[config.mk]
export PLATFORM = sky130hd
export DESIGN_NAME = div_sqrt_issue
export DESIGN_NICKNAME = d
export VERILOG_FILES = /design/src/rtl/div_sqrt_issue.sv
export SDC_FILE = /design/constraint.sdc
export NUM_CORES = 1
export LEC_CHECK = 0
export BUFFER_PORTS_ARGS = -buffer_cell sky130_fd_sc_hd__buf_2
export CORE_MARGIN = 2
export CORE_UTILIZATION = 54
export DETAILED_ROUTE_END_ITERATION = 8
export PLACE_DENSITY = 0.79
export SYNTH_ARGS = -nofsm -noshare
export SYNTH_HDL_FRONTEND = slang
export SYNTH_SLANG_ARGS = --single-unit
[constraint.sdc]
create_clock -name Clk_CI -period 5.95 [get_ports Clk_CI]
set_clock_uncertainty 0.1 [all_clocks]
set_input_delay 0.2975 -clock Clk_CI [delete_from_list [all_inputs] [get_ports Clk_CI]]
set_output_delay 0.2975 -clock Clk_CI [all_outputs]
set_load 0.03 [all_outputs]
[src/rtl/div_sqrt_issue.sv]
// Request-side controller for the shared div/sqrt unit: buffers requests, issues start
// pulses with held operands, captures the single-cycle done result and enforces a watchdog.
module div_sqrt_issue #(
  parameter int unsigned FIFO_DEPTH     = 2,
  parameter int unsigned TAG_W          = 4,
  parameter int unsigned TIMEOUT_CYCLES = 64,
  parameter int unsigned C_RM           = 2   // matches fpu_defs_div_sqrt::C_RM
) (
  input  logic             Clk_CI,
  input  logic             Rst_RBI,
  input  logic             In_valid_SI,
  output logic             In_ready_SO,
  input  logic             Op_SI,
  input  logic [31:0]      Operand_a_DI,
  input  logic [31:0]      Operand_b_DI,
  input  logic [C_RM-1:0]  RM_SI,
  input  logic [TAG_W-1:0] Tag_DI,
  output logic             Div_start_SO,
  output logic             Sqrt_start_SO,
  output logic [31:0]      Operand_a_DO,
  output logic [31:0]      Operand_b_DO,
  output logic [C_RM-1:0]  RM_SO,
  input  logic             Unit_ready_SI,
  input  logic             Unit_done_SI,
  input  logic [31:0]      Unit_result_DI,
  input  logic             Unit_exp_OF_SI,
  input  logic             Unit_exp_UF_SI,
  input  logic             Unit_div_zero_SI,
  output logic             Out_valid_SO,
  input  logic             Out_ready_SI,
  output logic [31:0]      Result_DO,
  output logic [TAG_W-1:0] Tag_DO,
  output logic             Exp_OF_SO,
  output logic             Exp_UF_SO,
  output logic             Div_zero_SO,
  output logic             Timeout_SO,
  output logic             Busy_SO
);

  localparam int unsigned PtrW = (FIFO_DEPTH > 2) ? $clog2(FIFO_DEPTH) : 1;
  localparam int unsigned CntW = $clog2(FIFO_DEPTH + 1);
  localparam int unsigned WdW  = (TIMEOUT_CYCLES > 2) ? $clog2(TIMEOUT_CYCLES) : 1;
  localparam logic [CntW-1:0] CntFull = CntW'(FIFO_DEPTH);
  localparam logic [WdW-1:0]  WdLast  = WdW'(TIMEOUT_CYCLES - 1);
  localparam logic [31:0]     QNaN    = 32'h7FC0_0000;

  typedef enum logic [1:0] {StIdle, StIssue, StWait} state_e;

  state_e state_q, state_d;

  logic [FIFO_DEPTH-1:0] fifo_op_q;
  logic [31:0]           fifo_a_q   [FIFO_DEPTH];
  logic [31:0]           fifo_b_q   [FIFO_DEPTH];
  logic [C_RM-1:0]       fifo_rm_q  [FIFO_DEPTH];
  logic [TAG_W-1:0]      fifo_tag_q [FIFO_DEPTH];
  logic [PtrW-1:0]       wr_ptr_q, rd_ptr_q;
  logic [CntW-1:0]       count_q, count_d;

  logic                  op_q;
  logic [31:0]           a_q, b_q;
  logic [C_RM-1:0]       rm_q;
  logic [TAG_W-1:0]      tag_q;
  logic [WdW-1:0]        wd_q, wd_d;

  logic                  out_valid_q, of_q, uf_q, dz_q, to_q;
  logic [31:0]           result_q;
  logic [TAG_W-1:0]      out_tag_q;

  logic push, pop, load_done, load_to;

  assign In_ready_SO = (count_q != CntFull);
  assign push        = In_valid_SI & In_ready_SO;

  always_comb begin
    count_d = count_q;
    unique case ({push, pop})
      2'b10:   count_d = count_q + 1'b1;
      2'b01:   count_d = count_q - 1'b1;
      default: count_d = count_q;
    endcase
  end

  // Payload storage needs no reset; validity is tracked by count_q alone.
  always_ff @(posedge Clk_CI) begin
    if (push) begin
      fifo_op_q[wr_ptr_q]  <= Op_SI;
      fifo_a_q[wr_ptr_q]   <= Operand_a_DI;
      fifo_b_q[wr_ptr_q]   <= Operand_b_DI;
      fifo_rm_q[wr_ptr_q]  <= RM_SI;
      fifo_tag_q[wr_ptr_q] <= Tag_DI;
    end
  end

  always_comb begin
    state_d   = state_q;
    wd_d      = wd_q;
    pop       = 1'b0;
    load_done = 1'b0;
    load_to   = 1'b0;
    unique case (state_q)
      StIdle: begin
        if ((count_q != '0) && Unit_ready_SI && !out_valid_q) begin
          pop     = 1'b1;
          state_d = StIssue;
        end
      end
      StIssue: begin
        wd_d    = '0;
        state_d = StWait;
      end
      StWait: begin
        if (Unit_done_SI) begin
          load_done = 1'b1;
          state_d   = StIdle;
        end else if (wd_q == WdLast) begin
          load_to = 1'b1;
          state_d = StIdle;
        end else begin
          wd_d = wd_q + 1'b1;
        end
      end
      default: state_d = StIdle;
    endcase
  end

  always_ff @(posedge Clk_CI or negedge Rst_RBI) begin
    if (!Rst_RBI) begin
      state_q  <= StIdle;
      wr_ptr_q <= '0;
      rd_ptr_q <= '0;
      count_q  <= '0;
      wd_q     <= '0;
      op_q     <= 1'b0;
      a_q      <= '0;
      b_q      <= '0;
      rm_q     <= '0;
      tag_q    <= '0;
    end else begin
      state_q <= state_d;
      count_q <= count_d;
      wd_q    <= wd_d;
      if (push) wr_ptr_q <= wr_ptr_q + 1'b1;
      if (pop) begin
        rd_ptr_q <= rd_ptr_q + 1'b1;
        op_q     <= fifo_op_q[rd_ptr_q];
        a_q      <= fifo_a_q[rd_ptr_q];
        b_q      <= fifo_b_q[rd_ptr_q];
        rm_q     <= fifo_rm_q[rd_ptr_q];
        tag_q    <= fifo_tag_q[rd_ptr_q];
      end
    end
  end

  // Loads only happen in WAIT, where out_valid_q is guaranteed low.
  always_ff @(posedge Clk_CI or negedge Rst_RBI) begin
    if (!Rst_RBI) begin
      out_valid_q <= 1'b0;
      result_q    <= '0;
      out_tag_q   <= '0;
      of_q        <= 1'b0;
      uf_q        <= 1'b0;
      dz_q        <= 1'b0;
      to_q        <= 1'b0;
    end else begin
      if (out_valid_q && Out_ready_SI) out_valid_q <= 1'b0;
      if (load_done) begin
        out_valid_q <= 1'b1;
        result_q    <= Unit_result_DI;
        out_tag_q   <= tag_q;
        of_q        <= Unit_exp_OF_SI;
        uf_q        <= Unit_exp_UF_SI;
        dz_q        <= Unit_div_zero_SI;
        to_q        <= 1'b0;
      end else if (load_to) begin
        out_valid_q <= 1'b1;
        result_q    <= QNaN;
        out_tag_q   <= tag_q;
        of_q        <= 1'b0;
        uf_q        <= 1'b0;
        dz_q        <= 1'b0;
        to_q        <= 1'b1;
      end
    end
  end

  assign Div_start_SO  = (state_q == StIssue) & ~op_q;
  assign Sqrt_start_SO = (state_q == StIssue) & op_q;
  assign Operand_a_DO  = a_q;
  assign Operand_b_DO  = b_q;
  assign RM_SO         = rm_q;
  assign Out_valid_SO  = out_valid_q;
  assign Result_DO     = result_q;
  assign Tag_DO        = out_tag_q;
  assign Exp_OF_SO     = of_q;
  assign Exp_UF_SO     = uf_q;
  assign Div_zero_SO   = dz_q;
  assign Timeout_SO    = to_q;
  assign Busy_SO       = (count_q != '0) | (state_q != StIdle);

endmodule

==> results_dict.tcl <==
set metrics [dict create \
    status "finished, final reports clean" \
    avgViaCountPerCell 5.14 \
    die_w_um 143 \
    yosys.cell_types.count 44 \
    crit_buf_inv 1 \
    worstReg2RegStart "state_q[1]" \
    tightest_slew_ns 1.20 \
    slew_violations 0 \
    fin_area_um2 13500 \
    p_per_area_nw_per_um2 540 \
    path_class "register to register" \
    grt_antenna_before_repair 3 \
    worstHoldStart "In_valid_SI" \
    multi_input_area_um2 2780 \
    num_io_pins 223 \
    p_int_mw 4.68 \
    yosysSeqAreaShare 0.708 \
    ir_worst_vdd_mv 0.456 \
    startpoint "state_q[1]" \
    switchingPower_mw 2.63 \
    firstDrtPassIters 5 \
    cts_sinks 266 \
    wire_per_inst_um 18.4 \
    cp_max_fo 43 \
    maxCapViolCount 0 \
    drt_wl_total_mm 22.6 \
    gr-usage-all-layers 0.218 \
    syn_inst 611 \
    postCtsSetupRepairBufs 0 \
    grt_pass1_wl_mm 34.8 \
    syn_area_um2 10400 \
    drive_above_1_share 0.426 \
    required_ns 6.24 \
    startpoint_type "register" \
    p_leak_nw 5.69 \
    htree_levels 1 \
    swShare 0.359 \
    gp_congestion 0.831 \
    regArea_um2 7370 \
    cts.repair.resized 0 \
    worstPathCellList "nor2_2 > and4bb_4 > buf_4 > mux2_4" \
    die_y_um 143 \
    p_seq_frac 0.416 \
    drt_iter0_drc 245 \
    slew_headroom 0.197 \
    io_buffers 222 \
    path_clk_slew_ns 0.06 \
    finalSetupTns_ns 0 \
    area_growth_pct 30.1 \
    grt_max_degree 75 \
    vias 6316 \
    endpoint_kind "register" \
    fmax_mhz 337 \
    clockPowerShare 0.211 \
    clock-root-buffer "clkbuf_16" \
    ant_nets 0 \
    hpwl_mm 12.3 \
    critPathMaxStageDelay_ns 0.89 \
    synth_warnings 0 \
    coreArea_um2 18800 \
    setup_violations 0 \
    layout.nets 1059 \
    period_minus_slack_ns 2.97 \
    initial_core_util 0.552 \
    combinationalPowerShare 0.374 \
    insertion_delay_ns 0.52 \
    cp_data_arrival_time_ns 3.26 \
    crit_family "simple AND/OR/NAND/NOR gates" \
    ys_ff_latch 266 \
    synth_area_per_cell_um2 17.0 \
    fillerInstances 1186 \
    cts_max_path_buffers 3 \
    cts_tree "done" \
    row_count 50 \
    die-area_um2 20400 \
    hold_violations 0 \
    holdCritPathClass "input port to register" \
    synthesis.nets 725 \
    rsz0062_at_grt "false" \
    crit_path_top_delay_cell "and4bb_4" \
    grt_overflow 0 \
    dpl_cell_area_um2 11600 \
    remaining_drc_errors 0 \
    numCtsBuffers 27 \
    cts_hold_buf 109 \
    grt_pass1_vias 6776 \
    min_period_over_period 0.499 \
]
[worst register-to-register path, cell delays in order (launching register included)]
cell,delay [ns]
dfrtp_1,0.53
nor2_2,0.25
and4bb_4,0.89
buf_4,0.72
mux2_4,0.37
[cells in the final DEF, fill, tap and decap left out, types with 2 or more instances in the layout]
cell type	instances
buf_2	221
edfxtp_1	142
dfrtp_1	123
dlygate4sd3_1	109
mux2_2	72
mux2_4	68
nand2_1	58
clkbuf_16	28
nor2_1	22
o21ai_0	19
a21oi_1	13
o21ai_1	9
clkbuf_1	8
mux2_1	7
clkinv_2	7
inv_1	5
clkinv_1	4
diode_2	3
nand2b_1	3
xnor2_1	3
a211oi_1	3
buf_4	3
nor2_2	2
nor3_1	2
xor2_1	2
a2111o_1	2
o211ai_1	2
ha_1	2
[kinds of logic (layout without fill, tap and decap cells)]
| logic type | Yosys count | count (layout) | share of synthesized area |
|---|---|---|---|
| simple gates | 102 | 102 | 0.0449 |
| xor+xnor | 5 | 5 | 0.00421 |
| buf+inv | 34 | 388 | 0.0259 |
| fa+ha+maj | 2 | 2 | 0.00241 |
| compound gates | 55 | 55 | 0.0308 |
| flops | 266 | 266 | 0.708 |
| mux | 147 | 147 | 0.184 |
| other cells | 0 | 3 | 0 |
[path summary, 6_finish.rpt]
path	cells after the start	end	slack, ns
hold / removal	3	wr_ptr_q	0.08
hold reg to reg	1	Operand_a_DO[5]	0.39
setup / recovery	4	Operand_a_DO[3]	2.98
setup reg to reg	4	Operand_a_DO[3]	2.98
max in group asynchronous	3	rd_ptr_q	4.15
min in group asynchronous	2	Operand_a_DO[6]	0.19
[registers in the layout, indices dropped and copies added (netlist names), 6 cells and up]
signal / count
Operand_a_DO: 32
Operand_b_DO: 32
Result_DO: 32
fifo_a_q: 64
fifo_b_q: 64
fifo_tag_q: 8
wd_q: 6
[power by group through the flow]
stage / Combinational (mW) / Clock, mW / Sequential [mW]
final: 2.73 / 1.54 / 3.04
after global routing: 2.90 / 1.63 / 3.11
after CTS: 2.72 / 1.55 / 3.03
after detailed placement: 2.66 / 0 / 3.04
after global placement: 2.60 / 0 / 3.03
after floorplan: 1.44 / 0 / 3.61
[stage by stage]
stage	util	cells	power, mW	setup slack, ns	hold slack [ns]
floorplan	-	611	5.05	1.48	-0.0981
global placement	0.618	1067	5.63	3.04	0.179
detailed placement	0.618	1067	5.70	2.98	0.186
CTS	0.718	1225	7.30	2.98	0.0540
global route	0.719	1228	7.64	2.85	0.0974
finish	0.719	1228	7.31	2.98	0.0790
[cell type report]
class,instances,area share
Clock buffer,37,0.0550
Multi-Input combinational cell,311,0.205
Tap cell,260,0.0240
Antenna cell,3,0.000555
Timing Repair Buffer,334,0.165
Inverter,5,0.00139
Clock inverter,12,0.00416
Sequential cell,266,0.545
[cell usage after synthesis]
library cell | count | area (um2)
nor4_1 | 1 | 6.26
or4_1 | 1 | 7.51
o21a_1 | 1 | 7.51
ha_1 | 2 | 25.0
nor2b_1 | 1 | 6.26
nor3_1 | 2 | 10.0
buf_12 | 8 | 160
a31oi_1 | 1 | 6.26
a21boi_1 | 1 | 7.51
clkbuf_1 | 12 | 45.0
mux2_4 | 68 | 1020
o21ai_0 | 19 | 95.1
nand2_1 | 58 | 218
o211ai_1 | 2 | 15.0
and4bb_2 | 1 | 12.5
nor3b_1 | 1 | 7.51
nand3b_1 | 1 | 7.51
a41oi_1 | 1 | 8.76
mux2_2 | 72 | 811
and3_1 | 1 | 6.26
o21ai_2 | 1 | 8.76
dfrtp_1 | 124 | 3100
nand4_1 | 1 | 6.26
a211oi_1 | 3 | 22.5
a21oi_1 | 13 | 65.1
and2_1 | 1 | 6.26
mux2_1 | 7 | 78.8
buf_2 | 9 | 45.0
xnor2_1 | 3 | 26.3
a2111oi_0 | 1 | 8.76
and4bb_4 | 1 | 16.3
and3b_1 | 1 | 8.76
nand2b_1 | 3 | 18.8
and4b_1 | 1 | 10.0
inv_1 | 5 | 18.8
nand3b_2 | 1 | 11.3
edfxtp_1 | 142 | 4260
o21bai_1 | 1 | 7.51
o21ai_1 | 9 | 45.0
and4_1 | 1 | 8.76
a2111o_1 | 2 | 22.5
xor2_1 | 2 | 17.5
nor2_1 | 23 | 86.3
nor2_2 | 2 | 12.5
[layer usage]
metal | GRT usage | part of all wire
met5 | 0 | 0
met2 | 0.390 | 0.51
met3 | 0.0486 | 0.064
met1 | 0.262 | 0.40
met4 | 0.0745 | 0.029
No activity file was read; power rests on OpenSTA's default activity.
